[src/rtl/bin_a_bcd_secuencial.sv]
// Sequential binary-to-BCD converter (shift-add-3, one input bit per clock).
// Takes the registered adder sum and produces packed BCD digits for the display.
module bin_a_bcd_secuencial #(
  parameter int IN_W   = 13,
  parameter int DIGITS = 4
) (
  input  logic                  clk,
  input  logic                  rst,
  input  logic                  start,
  input  logic [IN_W-1:0]       bin_in,
  output logic                  busy,
  output logic                  done,
  output logic [4*DIGITS-1:0]   bcd,
  output logic                  overflow
);

  localparam int BCD_W = 4 * DIGITS;
  localparam int CNT_W = $clog2(IN_W + 1);
  localparam logic [63:0]      BCD_MAX   = 64'(10 ** DIGITS) - 64'd1;
  localparam logic [BCD_W-1:0] ALL_NINES = {DIGITS{4'h9}};

  typedef enum logic [0:0] {
    IDLE  = 1'b0,
    SHIFT = 1'b1
  } state_t;

  state_t             state_q, state_d;
  logic [IN_W-1:0]    shreg_q, shreg_d;
  logic [BCD_W-1:0]   scratch_q, scratch_d;
  logic [CNT_W-1:0]   cnt_q, cnt_d;
  logic               busy_q, busy_d;
  logic               done_q, done_d;
  logic [BCD_W-1:0]   bcd_q, bcd_d;
  logic               ovf_flag_q, ovf_flag_d;
  logic               overflow_q, overflow_d;

  logic [BCD_W-1:0]   scratch_adj;
  logic [BCD_W-1:0]   scratch_sh;

  // Every nibble that would reach 10 or more after doubling is pre-corrected by +3.
  function automatic logic [BCD_W-1:0] add3(input logic [BCD_W-1:0] s);
    logic [BCD_W-1:0] r;
    r = s;
    for (int i = 0; i < DIGITS; i++) begin
      if (s[4*i +: 4] >= 4'd5) begin
        r[4*i +: 4] = s[4*i +: 4] + 4'd3;
      end
    end
    return r;
  endfunction

  function automatic logic exceeds_range(input logic [IN_W-1:0] v);
    return (64'(v) > BCD_MAX);
  endfunction

  always_ff @(posedge clk or negedge rst) begin
    if (!rst) begin
      state_q    <= IDLE;
      shreg_q    <= '0;
      scratch_q  <= '0;
      cnt_q      <= '0;
      busy_q     <= 1'b0;
      done_q     <= 1'b0;
      bcd_q      <= '0;
      ovf_flag_q <= 1'b0;
      overflow_q <= 1'b0;
    end else begin
      state_q    <= state_d;
      shreg_q    <= shreg_d;
      scratch_q  <= scratch_d;
      cnt_q      <= cnt_d;
      busy_q     <= busy_d;
      done_q     <= done_d;
      bcd_q      <= bcd_d;
      ovf_flag_q <= ovf_flag_d;
      overflow_q <= overflow_d;
    end
  end

  // Correct, then shift {scratch, shreg} left with the shreg MSB entering the units digit.
  always_comb begin
    scratch_adj = add3(scratch_q);
    scratch_sh  = (scratch_adj << 1) | BCD_W'(shreg_q[IN_W-1]);
  end

  always_comb begin
    state_d    = state_q;
    shreg_d    = shreg_q;
    scratch_d  = scratch_q;
    cnt_d      = cnt_q;
    busy_d     = busy_q;
    done_d     = 1'b0;
    bcd_d      = bcd_q;
    ovf_flag_d = ovf_flag_q;
    overflow_d = overflow_q;

    case (state_q)
      IDLE: begin
        if (start) begin
          state_d    = SHIFT;
          shreg_d    = bin_in;
          scratch_d  = '0;
          cnt_d      = CNT_W'(IN_W);
          busy_d     = 1'b1;
          ovf_flag_d = exceeds_range(bin_in);
        end
      end
      SHIFT: begin
        shreg_d   = shreg_q << 1;
        scratch_d = scratch_sh;
        cnt_d     = cnt_q - CNT_W'(1);
        if (cnt_q == CNT_W'(1)) begin
          // Carries out of the top digit are lost, so out-of-range values saturate.
          bcd_d      = ovf_flag_q ? ALL_NINES : scratch_sh;
          overflow_d = ovf_flag_q;
          done_d     = 1'b1;
          busy_d     = 1'b0;
          state_d    = IDLE;
        end
      end
      default: begin
        state_d = IDLE;
      end
    endcase
  end

  assign busy     = busy_q;
  assign done     = done_q;
  assign bcd      = bcd_q;
  assign overflow = overflow_q;

endmodule

[config.mk]
export PLATFORM = sky130hd
export DESIGN_NAME = bin_a_bcd_secuencial
export DESIGN_NICKNAME = d
export VERILOG_FILES = /design/src/rtl/bin_a_bcd_secuencial.sv
export SDC_FILE = /design/constraint.sdc
export NUM_CORES = 1
export LEC_CHECK = 0
export ABC_AREA = 0
export CAP_MARGIN = 5
export CORE_MARGIN = 2
export CORE_UTILIZATION = 25
export CTS_CLUSTER_SIZE = 16
export DETAILED_ROUTE_END_ITERATION = 10
export SYNTH_ARGS = -nofsm -noshare
export SYNTH_HDL_FRONTEND = slang
export SYNTH_SLANG_ARGS = --single-unit
export TNS_END_PERCENT = 10
[constraint.sdc]
create_clock -name clk -period 1.6 [get_ports clk]
set_input_delay 0.24 -clock clk [delete_from_list [all_inputs] [get_ports clk]]
set_output_delay 0.24 -clock clk [all_outputs]
set_load 0.005 [all_outputs]
# == Yosys cells after proc, flatten, opt, wreduce, memory -nomap -nowiden ==
# Index checks and enable logic that the tools add are counted.
# classes
n_addsub,5
order_cmp,4
n_div,0
n_bitwise,2
n_reduce_logical,2
shift,0
n_eq_ne,3
n_mul,0
muxes,18
# op_table
operator,n
one-hot mux 16 bit (2 select lines),1
one-hot mux 13 bit (2 select lines),1
greater-or-equal comparator 4 x 3 -> 1 bit (second input constant),4
two-way mux 16 bit,1
two-way mux 4 bit,4
bitwise OR 16 x 1 -> 16 bit,1
two-way mux 13 bit,1
adder 4 x 2 -> 4 bit (second input constant),3
one-hot mux 4 bit (2 select lines),1
two-way mux 1 bit,6
equality test 4 x 1 -> 1 bit (second input constant),1
one-hot mux 1 bit (2 select lines),2
AND reduction 2 bit,2
subtractor 4 x 1 -> 4 bit (second input constant),1
adder 3 x 2 -> 3 bit (second input constant),1
two-way mux 3 bit,1
inequality test 2 x 1 -> 1 bit (second input constant),1
inequality test 2 bit (second input constant),1
inverter 1 bit,1
# totals
ram_bits,0
input_bits,16
mem_count,0
reg_bits,52
romBits,0
latch_bits,0
output_inout_bits,19

# == Logic depth before layout (Yosys ltp) ==
# Gate-level depths: netlist of the first run.
# logic_depth
depth_word,4
depth_mapped,7
ltp_nobuf,6

# == Worst setup path after synthesis of the first run ==
# OpenSTA, ideal clock, no wires.
# synth_timing
path_kind,register to register
from,register state_q
to,register bcd_q[14] (netlist: bcd[14])
setup_slack_ns,-0.011
t_arrival_ns,1.486
required_ns,1.475
path_buffers,1
stages_incl_launch_ff,6
period_less_slack_ns,1.611
path_cell_list,dfrtp_1 > buf_4 > inv_2 > or4b_4 > inv_1 > mux2_2
# synth_between
elab_chain_len,1
# synth_rtl
item,line_no,rtl
from (decl),27,"state_t state_q, state_d;"
from (signal assigned),68,state_q <= state_d;
AND reduction 2 bit (no line),n/a,
to (signal assigned),64,bcd_q <= '0;
to (signal assigned),74,bcd_q <= bcd_d;
to (decl),33,"logic [BCD_W-1:0] bcd_q, bcd_d;"
# Every way passes these cells.
# A chain may end at the register's enable or synchronous reset.

# == Worst setup path in the final report of the first run ==
# layout_timing
from,register cnt_q[1]
to,register bcd_q[14] (netlist: bcd[14])
# layout_between
elab_chain_len,2
# layout_rtl
item,line_no,rtl
from (decl),30,"logic [CNT_W-1:0] cnt_q, cnt_d;"
from (signal assigned),71,cnt_q <= cnt_d;
equality test 4 x 1 -> 1 bit,112,if (cnt_q == CNT_W'(1)) begin
AND reduction 2 bit (no line),n/a,
# Every way passes these cells.

==> flow_summary.json, run 1 <==
{
  "place_area_um2": 2950,
  "worst_r2r_startpoint": "cnt_q[1]$_DFFE_PN0P_",
  "outcome": "complete, no violations",
  "cp-start-kind": "flop",
  "fp-row-count": 35,
  "rrSetupSlack_ps": 50,
  "synthesis.instances": 241,
  "clkSlewWorstSetupHoldPaths_ps": 100,
  "netlist-cell-type-count": 24,
  "drtAntennaViolNets": 0,
  "cellPowerDensity_nw_per_um2": 1860,
  "synthXorXnorAreaFrac_pct": 2.16,
  "grt_first_pass_wirelength_um": 7750,
  "first_pass_iters": 4,
  "cts-root-to-sink-buffers": 2,
  "avgSynthCellArea_um2": 10.1,
  "worst-endpoint-arrival_ps": 1740,
  "final_min_period_over_clock_period_pct": 96.7,
  "dp_hpwl_um": 3160,
  "adder_cell_area_share_of_the_yosys_netlist_pct": 5.15,
  "fin_nets": 308,
  "synth.cell_area_um2": 2430,
  "detail_route.vias_per_cell": 4.32,
  "critical_path.max_stage_delay_ps": 490,
  "setup-tns-final_ps": 0,
  "drv_cap": 0,
  "synth_simple_gate_area_share_pct": 12.5,
  "grt_pass1_vias": 1718,
  "setup_slack_ps": 53.0,
  "final_period_minus_worst_setup_slack_ps": 1550,
  "min-delay-path-class": "input port to asynchronous set/reset pin",
  "synth_warnings": 0,
  "timing.final.max_slew_violations": 0,
  "latest_clock_arrival_within_the_worst_skew_pair_ps": 300,
  "maximum_number_of_pins_on_one_net_before_global_route_repair": 53,
  "ff2ff_path_depth": 5,
  "ys_dominant_reg_cell": "sky130_fd_sc_hd__dfrtp_1",
  "wl_per_cell_um": 11.2,
  "drive_above_1_share_pct": 15.2,
  "route.detailed.drc": 0,
  "sequence_of_cells_on_the_critical_path": "inv_2, ha_1, or4b_4, inv_2, mux2_4",
  "layout.cells.most_common_list": "sky130_fd_sc_hd__dfrtp_1 (52), sky130_fd_sc_hd__nand2_1 (45), sky130_fd_sc_hd__clkdlybuf4s50_1 (32)",
  "cts_max_level": 2,
  "drt_first_iter_violations": 43,
  "hold-worst-slack_ps": 439,
  "p_leak_nw": 1.38,
  "io_buffers": 33,
  "endpoint_kind": "flop",
  "starting_density_of_the_core_pct": 26.0,
  "grt_use_total_pct": 9.28,
  "design.portCount": 35,
  "worst_ep_required_time_ps": 1800,
  "count_of_flip_flops_with_a_built_in_enable_after_synthesis": 0,
  "critPathMostFrequentCell": "sky130_fd_sc_hd__inv_2",
  "wirelength_um": 4630,
  "final_design_area_no_fill_um2": 3160,
  "grt_setup_unrepaired": "false",
  "detailroute.via_count": 1780,
  "cp_slowest_cell": "sky130_fd_sc_hd__or4b_4",
  "final_setup_fails": 0,
  "synth.area.mux_share_pct": 7.63,
  "overall_die_width_um": 103,
  "place_worst_setup_slack_ps": 21.1,
  "layout_commonest_cell": "sky130_fd_sc_hd__dfrtp_1",
  "chipHeight_um": 103,
  "critPathCapture": "bcd[14]$_DFFE_PN0P_",
  "worstSetupStartpoint": "cnt_q[1]$_DFFE_PN0P_",
  "finalHoldViolCount": 0,
  "layout.filler_cells": 972,
  "core_um2": 9330,
  "fmax_mhz": 646,
  "clock-sinks": 52,
  "ys_async_sr_fraction_pct": 100,
  "flow.area_growth_from_synthesis_pct": 30.1,
  "synth.ff_latch_count": 52,
  "cts_made_buffers": 5,
  "syn-num-nets": 267,
  "power.ir.vdd_worst_v": 0.000558,
  "synth_top_family_by_area": "compound AO/OA/AOI/OAI gates",
  "grt_overflow": 0,
  "insertedDiodeCount": 0,
  "synth_seq_area_share_pct": 53.6,
  "timing.clock.skew_ps": 11.3,
  "routabilityCongestion": 0.730,
  "synth_compound_area_share_pct": 13.6,
  "die_outline_area_um2": 10500,
  "timing.critical_path.fanout_max": 3,
  "regToRegEndpoint": "bcd[14]$_DFFE_PN0P_",
  "tritoncts": "yes",
  "antenna_found_initial": 0,
  "timing.setup.critical_path_class": "flop to flop",
  "clock_root_cell": "sky130_fd_sc_hd__clkbuf_8"
}
## how the worst min path moves through the flow
stage,endpoint,cells after the start,start
after floorplan,bcd[0]$_DFFE_PN0P_,0,rst
after global placement,bcd[3]$_DFFE_PN0P_,2,rst
after detailed placement,bcd[1]$_DFFE_PN0P_,2,rst
after CTS,bcd[1]$_DFFE_PN0P_,3,rst
after global routing,bcd[15]$_DFFE_PN0P_,3,rst
final,bcd[3]$_DFFE_PN0P_,3,rst
## worst max-delay path, delay by kind of cell (launching register included)
kind / cells / cell delay, ps
flops: 1 / 410
fa+ha+maj: 1 / 120
buf+inv: 2 / 140
mux: 1 / 290
simple gates: 1 / 490
## cell usage after synthesis, types with 2 or more instances
cell type                  count  area, um2
sky130_fd_sc_hd__dfrtp_1      52       1300
sky130_fd_sc_hd__nor3b_1       8       60.1
sky130_fd_sc_hd__nand2_1      45        169
sky130_fd_sc_hd__o21ai_1       9       45.0
sky130_fd_sc_hd__a21oi_1      15       75.1
sky130_fd_sc_hd__clkbuf_1      8       30.0
sky130_fd_sc_hd__o22ai_1      15       93.8
sky130_fd_sc_hd__ha_1         10        125
sky130_fd_sc_hd__mux2i_1      14        140
sky130_fd_sc_hd__buf_6         2       22.5
sky130_fd_sc_hd__mux2_2        4       45.0
sky130_fd_sc_hd__o21ai_0      20        100
sky130_fd_sc_hd__nor2_1        4       15.0
sky130_fd_sc_hd__inv_1        11       41.3
sky130_fd_sc_hd__xnor2_1       6       52.6
sky130_fd_sc_hd__buf_4         2       15.0
sky130_fd_sc_hd__nor3_1        4       20.0
sky130_fd_sc_hd__buf_2         3       15.0
sky130_fd_sc_hd__nand2b_1      4       25.0
## flip-flops by register name, summed over array words and instances (netlist names)
register	count
state_q	1
busy	1
scratch_q	16
cnt_q	4
done	1
bcd	16
shreg_q	13
## area by class of cell
cell class                 count  area, um2  area share (%)
clock buffer                   6       82.6            2.61
clock inverter                 2       38.8            1.23
inverter                      12       45.0            1.43
multi-input combinational    162       1050            33.2
sequential                    52       1300            41.2
tap                          129        161            5.11
timing repair buffer          49        480            15.2
## power by group
group	switching, mW	internal, mW
clock	0.433	0.512
combinational	1.24	1.44
sequential	0.395	1.86
## per-stage QoR
stage	cells	power (mW)	util, %
2_1_floorplan	241	3.83	-
3_5_place_dp	400	4.77	31.6
3_3_place_gp	400	4.66	31.6
5_1_grt	412	6.43	33.9
4_1_cts	409	5.76	33.0
6_report	412	5.89	33.9
## what timing repair did
item | 4_1_cts | 5_1_grt
pin swaps | 0 | 3
setup endpoints to repair | 1 | 20
hold endpoints to repair | 52 | 0
cloned | 0 | 0
resized for setup | 1 | 19
buffers inserted | 0 | 3
hold buffers | 1 | 0
## metal layers
metal / global-route usage (%) / wire, um
met1: 11.8 / 2180
met2: 15.6 / 2170
met3: 2.71 / 241
met4: 2.15 / 40
met5: 0 / 0
## cell families (layout without fill, tap and decap cells)
family	Yosys count	after routing
other	1	1
AOI/OAI and AO/OA	61	61
and+or+nand+nor	66	66
DFF	52	52
xor gates and xnor gates	6	6
adders and majority gates	10	10
muxes	18	18
buffers and inverters	27	69
Note: power is estimated with default switching activity, not from simulation.
==> inputs of run 2 (changes only) <==
--- a/config.mk
+++ b/config.mk
@@ -9,6 +9,7 @@
 export CAP_MARGIN = 5
 export CORE_MARGIN = 2
 export CORE_UTILIZATION = 25
+export CTS_BUF_LIST = sky130_fd_sc_hd__clkbuf_4 sky130_fd_sc_hd__clkbuf_8 sky130_fd_sc_hd__clkbuf_16
 export CTS_CLUSTER_SIZE = 16
 export DETAILED_ROUTE_END_ITERATION = 10
 export SYNTH_ARGS = -nofsm -noshare
==> results of run 2 <==
No change in the layout: final DEF, timing and power equal those of run 1.
==> inputs of run 3 (changes only) <==
--- a/config.mk
+++ b/config.mk
@@ -12,6 +12,7 @@
 export CTS_BUF_LIST = sky130_fd_sc_hd__clkbuf_4 sky130_fd_sc_hd__clkbuf_8 sky130_fd_sc_hd__clkbuf_16
 export CTS_CLUSTER_SIZE = 16
 export DETAILED_ROUTE_END_ITERATION = 10
+export SKIP_LAST_GASP = 1
 export SYNTH_ARGS = -nofsm -noshare
 export SYNTH_HDL_FRONTEND = slang
 export SYNTH_SLANG_ARGS = --single-unit
==> constraint.sdc (replaced) <==
create_clock -name clk -period 1.8 [get_ports clk]
set_input_delay 0.27 -clock clk [delete_from_list [all_inputs] [get_ports clk]]
set_output_delay 0.27 -clock clk [all_outputs]
set_load 0.005 [all_outputs]
==> run 3 against run 2 <==
Effect of this change:
- final cell count decreased by 2.4%
- maximum frequency decreased by 5.0%
- power decreased by 16%
- flip-flop and latch count unchanged
- hold slack about the same
- combinational power decreased by 23%
- sequential share of layout area increased by 1.6 points
- first-iteration DRC count increased by 4.7%
- setup slack improved by 120 ps
- non-clock buffer count decreased by 9
- global-route usage decreased by 0.40 points
- die area unchanged
==> flow_summary.json, run 3 (synthesis results as in run 1) <==
{
  "timing.critical_path.fanout_max": 3,
  "cts-resized-gates": 0,
  "final_min_period_over_clock_period_pct": 90.5,
  "min-delay-path-class": "input port to asynchronous set/reset pin",
  "wl_per_cell_um": 11.1,
  "io_buffers": 33,
  "wirelength_um": 4480,
  "place_area_um2": 2900,
  "grt_first_pass_wirelength_um": 7370,
  "cts-root-to-sink-buffers": 2,
  "outcome": "complete, no violations",
  "grt_use_total_pct": 8.88,
  "drv_cap": 0,
  "flow.area_growth_from_synthesis_pct": 25.3,
  "worst_r2r_startpoint": "scratch_q[5]$_DFFE_PN0P_",
  "clock_root_cell": "sky130_fd_sc_hd__clkbuf_8",
  "clkSlewWorstSetupHoldPaths_ps": 100,
  "maximum_number_of_pins_on_one_net_before_global_route_repair": 37,
  "place_worst_setup_slack_ps": 182,
  "finalHoldViolCount": 0,
  "regToRegEndpoint": "scratch_q[6]$_DFFE_PN0P_",
  "timing.final.max_slew_violations": 0,
  "cp_num_buf_inv": 1,
  "grt_pass1_vias": 1590,
  "detail_route.vias_per_cell": 4.25,
  "insertedDiodeCount": 0,
  "core_um2": 9330,
  "worst-endpoint-arrival_ps": 1850,
  "routabilityCongestion": 0.701,
  "clock-sinks": 52,
  "critical_path.max_stage_delay_ps": 380,
  "post-cts-setup-buffers": 0,
  "drtAntennaViolNets": 0,
  "cp_num_cells": 6,
  "p_leak_nw": 1.32,
  "antenna_found_initial": 0,
  "design.portCount": 35,
  "layout.cells.most_common_list": "sky130_fd_sc_hd__dfrtp_1 (52), sky130_fd_sc_hd__nand2_1 (45), sky130_fd_sc_hd__clkdlybuf4s50_1 (32)",
  "cts_made_buffers": 5,
  "detailroute.via_count": 1710,
  "tritoncts": "yes",
  "fin_nets": 299,
  "power.ir.vdd_worst_v": 0.000503,
  "overall_die_width_um": 103,
  "sequence_of_cells_on_the_critical_path": "inv_1, ha_1, nand2b_1, a21oi_1, mux2_2, o22ai_1",
  "fp-row-count": 35,
  "setup-tns-final_ps": 0,
  "grt_setup_unrepaired": "false",
  "first_pass_iters": 4,
  "latest_clock_arrival_within_the_worst_skew_pair_ps": 300,
  "critPathTopFamily": "flip-flops",
  "total_power_mw": 4.96,
  "endpoint_kind": "flop",
  "drt_first_iter_violations": 45,
  "timing.clock.skew_ps": 12.0,
  "cellPowerDensity_nw_per_um2": 1630,
  "final_design_area_no_fill_um2": 3040,
  "fmax_mhz": 614,
  "starting_density_of_the_core_pct": 26.0,
  "die_outline_area_um2": 10500,
  "chipHeight_um": 103,
  "final_setup_fails": 0,
  "final_period_minus_worst_setup_slack_ps": 1630,
  "timing.setup.critical_path_class": "flop to flop",
  "rrSetupSlack_ps": 170,
  "cp-start-kind": "flop",
  "worst_ep_required_time_ps": 2030,
  "cts_max_level": 2,
  "drive_above_1_share_pct": 7.33,
  "layout_commonest_cell": "sky130_fd_sc_hd__dfrtp_1",
  "grt_overflow": 0,
  "cp_slowest_cell": "sky130_fd_sc_hd__dfrtp_1",
  "ff2ff_path_depth": 6,
  "setup_slack_ps": 171,
  "route.detailed.drc": 0,
  "dp_hpwl_um": 3070
}
## run 3: cell types whose count changed in the layout (fill, tap and decap cells not counted), sizes merged
cell	before	now
clkinv	1	0
clkbuf	6	5
bufinv	1	2
buf	16	7
## run 3: through the flow
| stage | instances | util [%] | hold WS [ps] |
|---|---|---|---|
| after floorplan | 241 | - | -25.6 |
| after global routing | 402 | 32.6 | 477 |
| after global placement | 394 | 31.1 | 250 |
| after CTS | 402 | 32.6 | 448 |
| after detailed placement | 394 | 31.1 | 254 |
| final | 402 | 32.6 | 439 |
## run 3: repair_timing
| action | 4_1_cts | 5_1_grt |
|---|---|---|
| setup endpoints to repair | 0 | 0 |
| hold buffers | 1 | 0 |
| endpoints found under the hold margin | 18 | 0 |
## run 3: worst max-delay path by stage
stage,slack (ps),start,to
2_1_floorplan,190,state_q$_DFF_PN0_,bcd[14]$_DFFE_PN0P_
3_3_place_gp,230,cnt_q[1]$_DFFE_PN0P_,bcd[14]$_DFFE_PN0P_
3_5_place_dp,180,scratch_q[5]$_DFFE_PN0P_,scratch_q[6]$_DFFE_PN0P_
4_1_cts,160,scratch_q[5]$_DFFE_PN0P_,scratch_q[6]$_DFFE_PN0P_
5_1_grt,60,scratch_q[0]$_DFFE_PN0P_,bcd[2]$_DFFE_PN0P_
6_report,170,scratch_q[5]$_DFFE_PN0P_,scratch_q[6]$_DFFE_PN0P_
## run 3: report_power, final
part / switching, mW / internal, mW / total (mW) / leakage, nW
registers: 0.334 / 1.66 / 1.99 / 0.662
logic: 1.01 / 1.05 / 2.06 / 0.595
clock network: 0.365 / 0.547 / 0.912 / 0.0642
## run 3: metal layers
layer,vias to the layer above,global-route usage (%),part of all wire [%]
met5,-,0,0
met1,793,11.5,48
met4,0,2.77,1.1
li1,876,-,-
met2,33,14.3,45
met3,8,2.64,5.4
## run 3: cell type report
cell class | count | area, um2
well taps | 129 | 161
inverters | 12 | 45.0
clock buffers | 5 | 68.8
fillers | 961 | 6290
flip-flops and latches | 52 | 1300
repair buffers | 40 | 405
clock inverters | 2 | 60.1
multi-input cells | 162 | 998
## run 3: worst reg2reg max path: cells and delay by family (launching register included)
kind,cells,cell delay [ps]
flops,1,380
compound gates,2,380
mux,1,380
simple gates,1,150
buf+inv,1,80
fa+ha+maj,1,180
